==> src/rtl/sprite_pkg.sv <==
// Shared types for the sprite line engine: attribute word layout, per-line
// slot record, FSM states and the pattern-ROM address width helper.
package sprite_pkg;

  localparam int unsigned ATTR_W        = 32;
  localparam int unsigned FRAME_W       = 8;
  localparam int unsigned COL_W         = 10;
  localparam int unsigned ROW_W         = 9;
  localparam int unsigned LINE_W        = 10;
  localparam int unsigned PIX_W         = 16;
  // Slot row offset is held at full width so sprites up to 256 rows tall fit.
  localparam int unsigned ROW_OFF_MAX_W = 8;

  // Host-visible attribute word, MSB first.
  typedef struct packed {
    logic               enable;
    logic               hflip;
    logic               vflip;
    logic [1:0]         rsvd;
    logic [ROW_W-1:0]   row;
    logic [COL_W-1:0]   col;
    logic [FRAME_W-1:0] frame;
  } attr_t;

  typedef enum logic [1:0] {
    ST_IDLE,
    ST_SCAN,
    ST_DRAW,
    ST_DONE
  } state_t;

  // One sprite selected for the line being built.
  typedef struct packed {
    logic [COL_W-1:0]         col;
    logic [FRAME_W-1:0]       frame;
    logic [ROW_OFF_MAX_W-1:0] row_off;
    logic                     hflip;
  } slot_t;

  function automatic int unsigned rom_aw(input int unsigned spr_w, input int unsigned spr_h);
    return FRAME_W + $clog2(spr_w) + $clog2(spr_h);
  endfunction

endpackage

==> src/rtl/sprite_line_engine_if.sv <==
// Host attribute-write bus.
//   spr_wr_en   attribute write strobe
//   spr_wr_idx  attribute entry index
//   spr_wr_data attribute word
// master = host side, slave = engine side.
interface sprite_line_engine_if
  import sprite_pkg::*;
#(
  parameter int unsigned NUM_SPRITE = 32
) ();

  localparam int unsigned IW = $clog2(NUM_SPRITE);

  logic              spr_wr_en;
  logic [IW-1:0]     spr_wr_idx;
  logic [ATTR_W-1:0] spr_wr_data;

  modport master (output spr_wr_en, output spr_wr_idx, output spr_wr_data);
  modport slave  (input  spr_wr_en, input  spr_wr_idx, input  spr_wr_data);

endinterface

==> src/rtl/sprite_attr_ram.sv <==
// Sprite attribute store: 1 read / 1 write port, synchronous read, a read and
// write to the same entry in one cycle returns the old word. Not reset.
//   clk              clock
//   wr_en/idx/data   host write port
//   rd_idx           read index, data appears on rd_data next cycle
module sprite_attr_ram
  import sprite_pkg::*;
#(
  parameter  int unsigned DEPTH = 32,
  localparam int unsigned AW    = $clog2(DEPTH)
) (
  input  logic          clk,
  input  logic          wr_en,
  input  logic [AW-1:0] wr_idx,
  input  attr_t         wr_data,
  input  logic [AW-1:0] rd_idx,
  output attr_t         rd_data
);

  attr_t mem [DEPTH];

  always_ff @(posedge clk) begin
    if (wr_en) mem[wr_idx] <= wr_data;
    rd_data <= mem[rd_idx];
  end

endmodule

==> src/rtl/sprite_line_engine.sv <==
// Line-buffered sprite engine. On an accepted line_start it scans the
// attribute RAM for sprites crossing the next visible line, keeps up to
// MAX_SLOT of them, then streams their pattern pixels to the line buffer.
//   clk, reset      clock, synchronous active-low reset
//   line_start      pulse; build the line after vcount
//   vcount          current scanline
//   host            attribute write bus
//   rom_addr/rom_q  pattern ROM, 1-cycle read latency
//   pix_col/data/wren  line-buffer write port
//   done            line complete (level)
//   overflow        more than MAX_SLOT sprites hit this line
module sprite_line_engine
  import sprite_pkg::*;
#(
  parameter  int unsigned      NUM_SPRITE  = 32,
  parameter  int unsigned      MAX_SLOT    = 8,
  parameter  int unsigned      SPR_W       = 16,
  parameter  int unsigned      SPR_H       = 16,
  parameter  int unsigned      H_ACTIVE    = 640,
  parameter  int unsigned      V_ACTIVE    = 480,
  parameter  int unsigned      V_TOTAL     = 525,
  parameter  logic [PIX_W-1:0] TRANSPARENT = 16'h0000,
  localparam int unsigned      ROM_AW      = rom_aw(SPR_W, SPR_H)
) (
  input  logic               clk,
  input  logic               reset,
  input  logic               line_start,
  input  logic [LINE_W-1:0]  vcount,
  sprite_line_engine_if.slave host,
  output logic [ROM_AW-1:0]  rom_addr,
  input  logic [PIX_W-1:0]   rom_q,
  output logic [COL_W-1:0]   pix_col,
  output logic [PIX_W-1:0]   pix_data,
  output logic               pix_wren,
  output logic               done,
  output logic               overflow
);

  localparam int unsigned IW    = $clog2(NUM_SPRITE);
  localparam int unsigned SCW   = IW + 1;
  localparam int unsigned XW    = $clog2(SPR_W);
  localparam int unsigned RW    = $clog2(SPR_H);
  localparam int unsigned CW    = $clog2(MAX_SLOT + 1);
  localparam int unsigned SIW   = (MAX_SLOT > 1) ? $clog2(MAX_SLOT) : 1;
  localparam int unsigned SUM_W = COL_W + 1;

  state_t              state, state_nxt;
  logic [SCW-1:0]      scan_cnt, scan_nxt;
  logic [CW-1:0]       slot_cnt, slot_cnt_nxt;
  logic [CW-1:0]       draw_slot, draw_slot_nxt;
  logic [XW-1:0]       draw_x, draw_x_nxt;
  logic [LINE_W-1:0]   target, target_nxt;
  logic                overflow_nxt;
  logic                pend, pend_nxt;
  logic                col_ok, col_ok_nxt;
  logic [COL_W-1:0]    pix_col_nxt;

  attr_t               ram_q;
  slot_t               slots [MAX_SLOT];
  slot_t               new_slot;
  slot_t               cur;
  logic                slot_we;

  logic [LINE_W-1:0]   line_next;
  logic [LINE_W-1:0]   row_ext;
  logic [LINE_W-1:0]   row_diff;
  logic [RW-1:0]       row_off;
  logic                hit;
  logic [XW-1:0]       x_eff;
  logic [SUM_W-1:0]    col_sum;
  logic                unused_bits;

  sprite_attr_ram #(.DEPTH(NUM_SPRITE)) u_attr_ram (
    .clk     (clk),
    .wr_en   (host.spr_wr_en),
    .wr_idx  (host.spr_wr_idx),
    .wr_data (attr_t'(host.spr_wr_data)),
    .rd_idx  (scan_cnt[IW-1:0]),
    .rd_data (ram_q)
  );

  // Line to be built, wrapping at the end of the frame.
  assign line_next = (vcount == LINE_W'(V_TOTAL - 1)) ? '0 : vcount + LINE_W'(1);

  // Hit test on the word read last cycle; target >= row guards the subtraction.
  assign row_ext  = LINE_W'(ram_q.row);
  assign row_diff = target - row_ext;
  assign hit      = ram_q.enable && (target >= row_ext) && (row_diff < LINE_W'(SPR_H));
  assign row_off  = row_diff[RW-1:0] ^ {RW{ram_q.vflip}};
  assign new_slot = '{col:     ram_q.col,
                      frame:   ram_q.frame,
                      row_off: ROW_OFF_MAX_W'(row_off),
                      hflip:   ram_q.hflip};

  // Slot being drawn; mirrored x is the bitwise complement for power-of-two widths.
  assign cur     = slots[draw_slot[SIW-1:0]];
  assign x_eff   = draw_x ^ {XW{cur.hflip}};
  assign col_sum = SUM_W'(cur.col) + SUM_W'(draw_x);

  assign unused_bits = ^{ram_q.rsvd, cur.row_off};

  // Next-state and datapath control.
  always_comb begin
    state_nxt     = state;
    scan_nxt      = scan_cnt;
    slot_cnt_nxt  = slot_cnt;
    draw_slot_nxt = draw_slot;
    draw_x_nxt    = draw_x;
    target_nxt    = target;
    overflow_nxt  = overflow;
    pend_nxt      = 1'b0;
    col_ok_nxt    = col_ok;
    pix_col_nxt   = pix_col;
    slot_we       = 1'b0;
    rom_addr      = '0;

    case (state)
      ST_IDLE, ST_DONE: begin
        if (line_start) begin
          target_nxt    = line_next;
          overflow_nxt  = 1'b0;
          slot_cnt_nxt  = '0;
          scan_nxt      = '0;
          draw_slot_nxt = '0;
          draw_x_nxt    = '0;
          state_nxt     = (line_next >= LINE_W'(V_ACTIVE)) ? ST_DONE : ST_SCAN;
        end
      end

      // scan_cnt == k issues read k and tests the word of entry k-1.
      ST_SCAN: begin
        scan_nxt = scan_cnt + SCW'(1);
        if (scan_cnt == SCW'(NUM_SPRITE)) state_nxt = ST_DRAW;
        if ((scan_cnt != '0) && hit) begin
          if (slot_cnt == CW'(MAX_SLOT)) begin
            overflow_nxt = 1'b1;
            state_nxt    = ST_DRAW;
          end else begin
            slot_we      = 1'b1;
            slot_cnt_nxt = slot_cnt + CW'(1);
          end
        end
      end

      // draw_slot == slot_cnt is the drain cycle for the last ROM read.
      ST_DRAW: begin
        if (draw_slot == slot_cnt) begin
          state_nxt = ST_DONE;
        end else begin
          rom_addr    = {cur.frame, cur.row_off[RW-1:0], x_eff};
          pend_nxt    = 1'b1;
          col_ok_nxt  = col_sum < SUM_W'(H_ACTIVE);
          pix_col_nxt = col_sum[COL_W-1:0];
          draw_x_nxt  = draw_x + XW'(1);
          if (draw_x == XW'(SPR_W - 1)) draw_slot_nxt = draw_slot + CW'(1);
        end
      end

      default: state_nxt = ST_IDLE;
    endcase
  end

  // State and pipeline registers.
  always_ff @(posedge clk) begin
    if (!reset) begin
      state     <= ST_IDLE;
      scan_cnt  <= '0;
      slot_cnt  <= '0;
      draw_slot <= '0;
      draw_x    <= '0;
      target    <= '0;
      overflow  <= 1'b0;
      pend      <= 1'b0;
      col_ok    <= 1'b0;
      pix_col   <= '0;
    end else begin
      state     <= state_nxt;
      scan_cnt  <= scan_nxt;
      slot_cnt  <= slot_cnt_nxt;
      draw_slot <= draw_slot_nxt;
      draw_x    <= draw_x_nxt;
      target    <= target_nxt;
      overflow  <= overflow_nxt;
      pend      <= pend_nxt;
      col_ok    <= col_ok_nxt;
      pix_col   <= pix_col_nxt;
    end
  end

  // Slot list; contents are only meaningful below slot_cnt.
  always_ff @(posedge clk) begin
    if (slot_we) slots[slot_cnt[SIW-1:0]] <= new_slot;
  end

  // ROM data lands in the cycle after its address, so the write qualifies it directly.
  assign pix_wren = pend && col_ok && (rom_q != TRANSPARENT);
  assign pix_data = pend ? rom_q : '0;
  assign done     = (state == ST_DONE);

endmodule

==> src/flat_wrapper.sv <==
// flat-port wrapper written by rule: the top's interface ports become plain ports
module sprite_line_engine_flat import sprite_pkg::*;
#(
  parameter  int unsigned      NUM_SPRITE  = 32,
  parameter  int unsigned      MAX_SLOT    = 8,
  parameter  int unsigned      SPR_W       = 16,
  parameter  int unsigned      SPR_H       = 16,
  parameter  int unsigned      H_ACTIVE    = 640,
  parameter  int unsigned      V_ACTIVE    = 480,
  parameter  int unsigned      V_TOTAL     = 525,
  parameter  logic [PIX_W-1:0] TRANSPARENT = 16'h0000,
  localparam int unsigned      ROM_AW      = rom_aw(SPR_W, SPR_H)
)
  (clk, reset, line_start, vcount, rom_addr, rom_q, pix_col, pix_data, pix_wren, done, overflow, host_spr_wr_en, host_spr_wr_idx, host_spr_wr_data);
  sprite_line_engine_if #(.NUM_SPRITE(NUM_SPRITE)) host_i ();
  input  logic clk;
  input  logic reset;
  input  logic line_start;
  input  logic [LINE_W-1:0] vcount;
  output logic [ROM_AW-1:0] rom_addr;
  input  logic [PIX_W-1:0] rom_q;
  output logic [COL_W-1:0] pix_col;
  output logic [PIX_W-1:0] pix_data;
  output logic pix_wren;
  output logic done;
  output logic overflow;
  input wire logic [$bits(host_i.spr_wr_en)-1:0] host_spr_wr_en;
  input wire logic [$bits(host_i.spr_wr_idx)-1:0] host_spr_wr_idx;
  input wire logic [$bits(host_i.spr_wr_data)-1:0] host_spr_wr_data;
  assign host_i.spr_wr_en = host_spr_wr_en;
  assign host_i.spr_wr_idx = host_spr_wr_idx;
  assign host_i.spr_wr_data = host_spr_wr_data;
  sprite_line_engine #(.NUM_SPRITE(NUM_SPRITE), .MAX_SLOT(MAX_SLOT), .SPR_W(SPR_W), .SPR_H(SPR_H), .H_ACTIVE(H_ACTIVE), .V_ACTIVE(V_ACTIVE), .V_TOTAL(V_TOTAL), .TRANSPARENT(TRANSPARENT)) u_core (.clk(clk), .reset(reset), .line_start(line_start), .vcount(vcount), .host(host_i), .rom_addr(rom_addr), .rom_q(rom_q), .pix_col(pix_col), .pix_data(pix_data), .pix_wren(pix_wren), .done(done), .overflow(overflow));
endmodule
==> config.mk <==
export PLATFORM = sky130hd
export DESIGN_NAME = sprite_line_engine_flat
export DESIGN_NICKNAME = d
export VERILOG_FILES = /design/src/rtl/sprite_pkg.sv /design/src/rtl/sprite_line_engine_if.sv /design/src/rtl/sprite_attr_ram.sv /design/src/rtl/sprite_line_engine.sv /design/src/flat_wrapper.sv
export SDC_FILE = /design/constraint.sdc
export NUM_CORES = 1
export LEC_CHECK = 0
export ABC_CLOCK_PERIOD_IN_PS = 8000
export CAP_MARGIN = 5
export CORE_ASPECT_RATIO = 0.75
export CORE_MARGIN = 2
export CORE_UTILIZATION = 60
export CTS_BUF_LIST = sky130_fd_sc_hd__clkbuf_4 sky130_fd_sc_hd__clkbuf_8 sky130_fd_sc_hd__clkbuf_16
export DETAILED_ROUTE_END_ITERATION = 8
export PLACE_DENSITY = 0.77
export SYNTH_ARGS = -nofsm -noshare
export SYNTH_HDL_FRONTEND = slang
export SYNTH_HIERARCHICAL = 1
export SYNTH_SLANG_ARGS = --single-unit
==> constraint.sdc <==
create_clock -name clk -period 8 [get_ports clk]
set_clock_uncertainty 0.2 [all_clocks]
set_input_delay 2 -clock clk [delete_from_list [all_inputs] [get_ports clk]]
set_output_delay 2 -clock clk [all_outputs]
set_load 0.02 [all_outputs]
==> reports/qor.log <==
INFO  placement      cell_area_after_placement=50700um2
INFO  pwr            finalPower=14200uW
INFO  synthesis      synth.net_count=2929
INFO  hold_path      hold_end=u_core/target[2]
INFO  global_route   grt_pass1_wl=160000um
INFO  setup_path     critical_path.reg2reg.endpoint=u_core/col_ok
INFO  global_route   vias_in_the_first_global_route=25700
INFO  final_layout   final_core_utilization=67.8%
INFO  clocking       clock_tree.htree_level_count=3
INFO  floorplanning  die_w=332um
INFO  clocking       tritoncts_clock_tree=built
INFO  timing         maximum_operating_frequency=170MHz
INFO  pwr            cellLeakagePower=0.0168uW
INFO  detailed_routing drt.antenna.violating_nets=0
INFO  floorplanning  die_area=82900um2
INFO  hold_path      hold_depth=2
INFO  floorplanning  floorplan.initialDensity=60.4%
INFO  pwr            power.density=262nW/um2
INFO  setup_path     timing.critical_path.max_delay_family=buffers and inverters
INFO  synthesis      synthesis.area_per_instance=17.0um2
INFO  clocking       cts-root-buf=clkbuf_16
INFO  setup_path     timing.critical_path.slowest_stage_cell=dfxtp_2
INFO  hold_path      min-delay-path-class=flip-flop to flip-flop
INFO  setup_path     worst_setup_path_end_kind=output port
INFO  detailed_routing vias_per_cell=6.39
INFO  timing         timing.final.setup_violations=0
INFO  placement      dpl.hpwl=57000um
INFO  setup_path     crit_buf_inv=2
INFO  timing         timing.slew.headroom=13.8%
INFO  hold_path      origin_of_the_worst_min_delay_path=u_core/target[2]
INFO  synthesis      synthesis.area=48300um2
INFO  clocking       clkLatencyLatePin=0.70ns
INFO  setup_path     slowest_delay=1.03ns
INFO  clocking       cts-root-to-sink-buffers=3
INFO  final_layout   design.final.nets=3048
INFO  timing         hold_viol=0
INFO  setup_path     r2r_setup_slack=3.57ns
INFO  detailed_routing drt-total-wl=109000um
INFO  final_layout   layout-drive-gt1-share=11.6%
INFO  setup_path     critical_path.startpoint_type=flip-flop
INFO  placement      place_ws=2.33ns
INFO  global_route   pin_count_of_the_biggest_net_entering_global_routing=134
INFO  setup_path     crit_fanout=27
INFO  timing         setup_tns=0ns
INFO  clocking       cts_hold_buffers=0
INFO  floorplanning  num_io_pins=112
INFO  timing         grt_setup_unrepaired=false
INFO  final_layout   final_std_cell_area_no_fill=54300um2
INFO  setup_path     critPathRequiredTime=5.80ns
INFO  placement      place.gp.congestion=0.818
INFO  detailed_routing drc=0
INFO  detailed_routing wl_per_cell=26.5um
INFO  timing         setup_slack=2.11ns
INFO  setup_path     cp.arrival=3.69ns
INFO  floorplanning  die_height=250um
INFO  timing         tightestPinTransition=1.29ns
INFO  clocking       cts_setup_buffers=0
INFO  clocking       clock_sink_count=1220
INFO  clocking       cts.reportedPaths.clkPinSlew=0.06ns
INFO  detailed_routing initial_drc_count=3128
INFO  floorplanning  rows=90
INFO  synthesis      yosysWarnings=6
INFO  placement      port_buffers=109
INFO  setup_path     timing_worst_setup_path_type=flip-flop to output port
INFO  setup_path     critical_path.cell_chain=buf_4 -> mux4_2 -> mux2i_1 -> nor2_1 -> clkdlybuf4s50_1
INFO  global_route   antenna_violations_before_repair=3
INFO  setup_path     reg2reg_depth=11
INFO  final_layout   areaGrowthSynthToFinish=12.3%
INFO  floorplanning  floorplan.core_area=80100um2
INFO  detailed_routing drt-pass1-iter-count=6
INFO  synthesis      synthesis.instances=2836
INFO  run_status     result_of_the_run=complete, no violations
INFO  timing         maxSlewViolCount=0
INFO  pwr            power.ir.vdd_worst=0.000196V
INFO  detailed_routing route.vias.total=26300
INFO  flow_run       maxCapViolCount=0
INFO  clocking       post_cts_resized=0
INFO  timing         fin_crit_sh=73.7%
INFO  timing         min_period=5.89ns
INFO  global_route   overflow=0
INFO  clocking       cts_made_buffers=110
INFO  global_route   grt_util_all_layers=26.0%
## worst max-delay path by stage
| stage | depth (start not counted) | slack (ns) | start | to |
|---|---|---|---|---|
| 2_1_floorplan | 11 | 2.76 | u_core/target[0] | u_core/slots[0][0] |
| 3_3_place_gp | 4 | 2.27 | rom_q[6] | pix_wren |
| 3_5_place_dp | 4 | 2.33 | rom_q[2] | pix_wren |
| 4_1_cts | 5 | 1.98 | flip-flop | rom_addr[10] |
| 5_1_grt | 5 | 1.77 | flip-flop | rom_addr[10] |
| 6_report | 5 | 2.11 | flip-flop | rom_addr[10] |
## layout make-up
cell class | instances | area, um2
flip-flops and latches | 1220 | 35900
well taps | 1058 | 1320
multi-input cells | 1430 | 11800
fillers | 4949 | 25800
clock buffers | 141 | 3070
inverters | 29 | 109
clock inverters | 65 | 562
repair buffers | 164 | 1570
diodes | 2 | 5.00
## worst min-delay path: cells and delay by family, from the launching register on
kind | cells | cell delay [ns]
simple gates | 1 | 0.05
flops | 1 | 0.31
compound gates | 1 | 0.06
## sequential cells by signal, indices dropped and copies added, names as in the netlist, 4 cells and up, named ones only
name                       flops
u_core/target                 10
u_core/u_attr_ram/rd_data     30
u_core/slot_cnt                4
u_core/draw_slot               4
u_core/pix_col                10
u_core/draw_x                  4
u_core/u_attr_ram/mem        960
u_core/scan_cnt                6
u_core/slots                 184
## cell usage in the layout, fill, tap and decap left out, drive strengths merged, types with 46 or more instances in the layout
cell and instances:
nand2 131, clkdlybuf4s50 109, a21oi 104, mux2i 503, a22o 62, a22oi 91, dfxtp 76, buf 55
nor2 71, nand3 123, mux4 46, edfxtp 1144, clkbuf 141
## power by group
group | total (uW) | switching, uW | leakage (uW) | internal [uW]
Clock | 5200 | 2260 | 0.00180 | 2940
Combinational | 1740 | 993 | 0.00411 | 745
Sequential | 7290 | 121 | 0.0109 | 7160
## metrics by stage
| step | hold WS, ns | cells |
|---|---|---|
| 2_1_floorplan | 0.245 | 2836 |
| 3_3_place_gp | 0.263 | 3901 |
| 3_5_place_dp | 0.274 | 3901 |
| 4_1_cts | 0.283 | 4107 |
| 5_1_grt | 0.321 | 4107 |
| 6_report | 0.278 | 4109 |
## layer usage
layer | vias up | share of wire (%) | global-route usage, %
li1 | 11400 | - | -
met1 | 13300 | 40 | 37.4
met2 | 1384 | 48 | 41.6
met3 | 179 | 9.3 | 4.06
met4 | 2 | 2.5 | 8.00
met5 | - | 0.0073 | 0
Note: power is estimated with default switching activity, not from simulation.
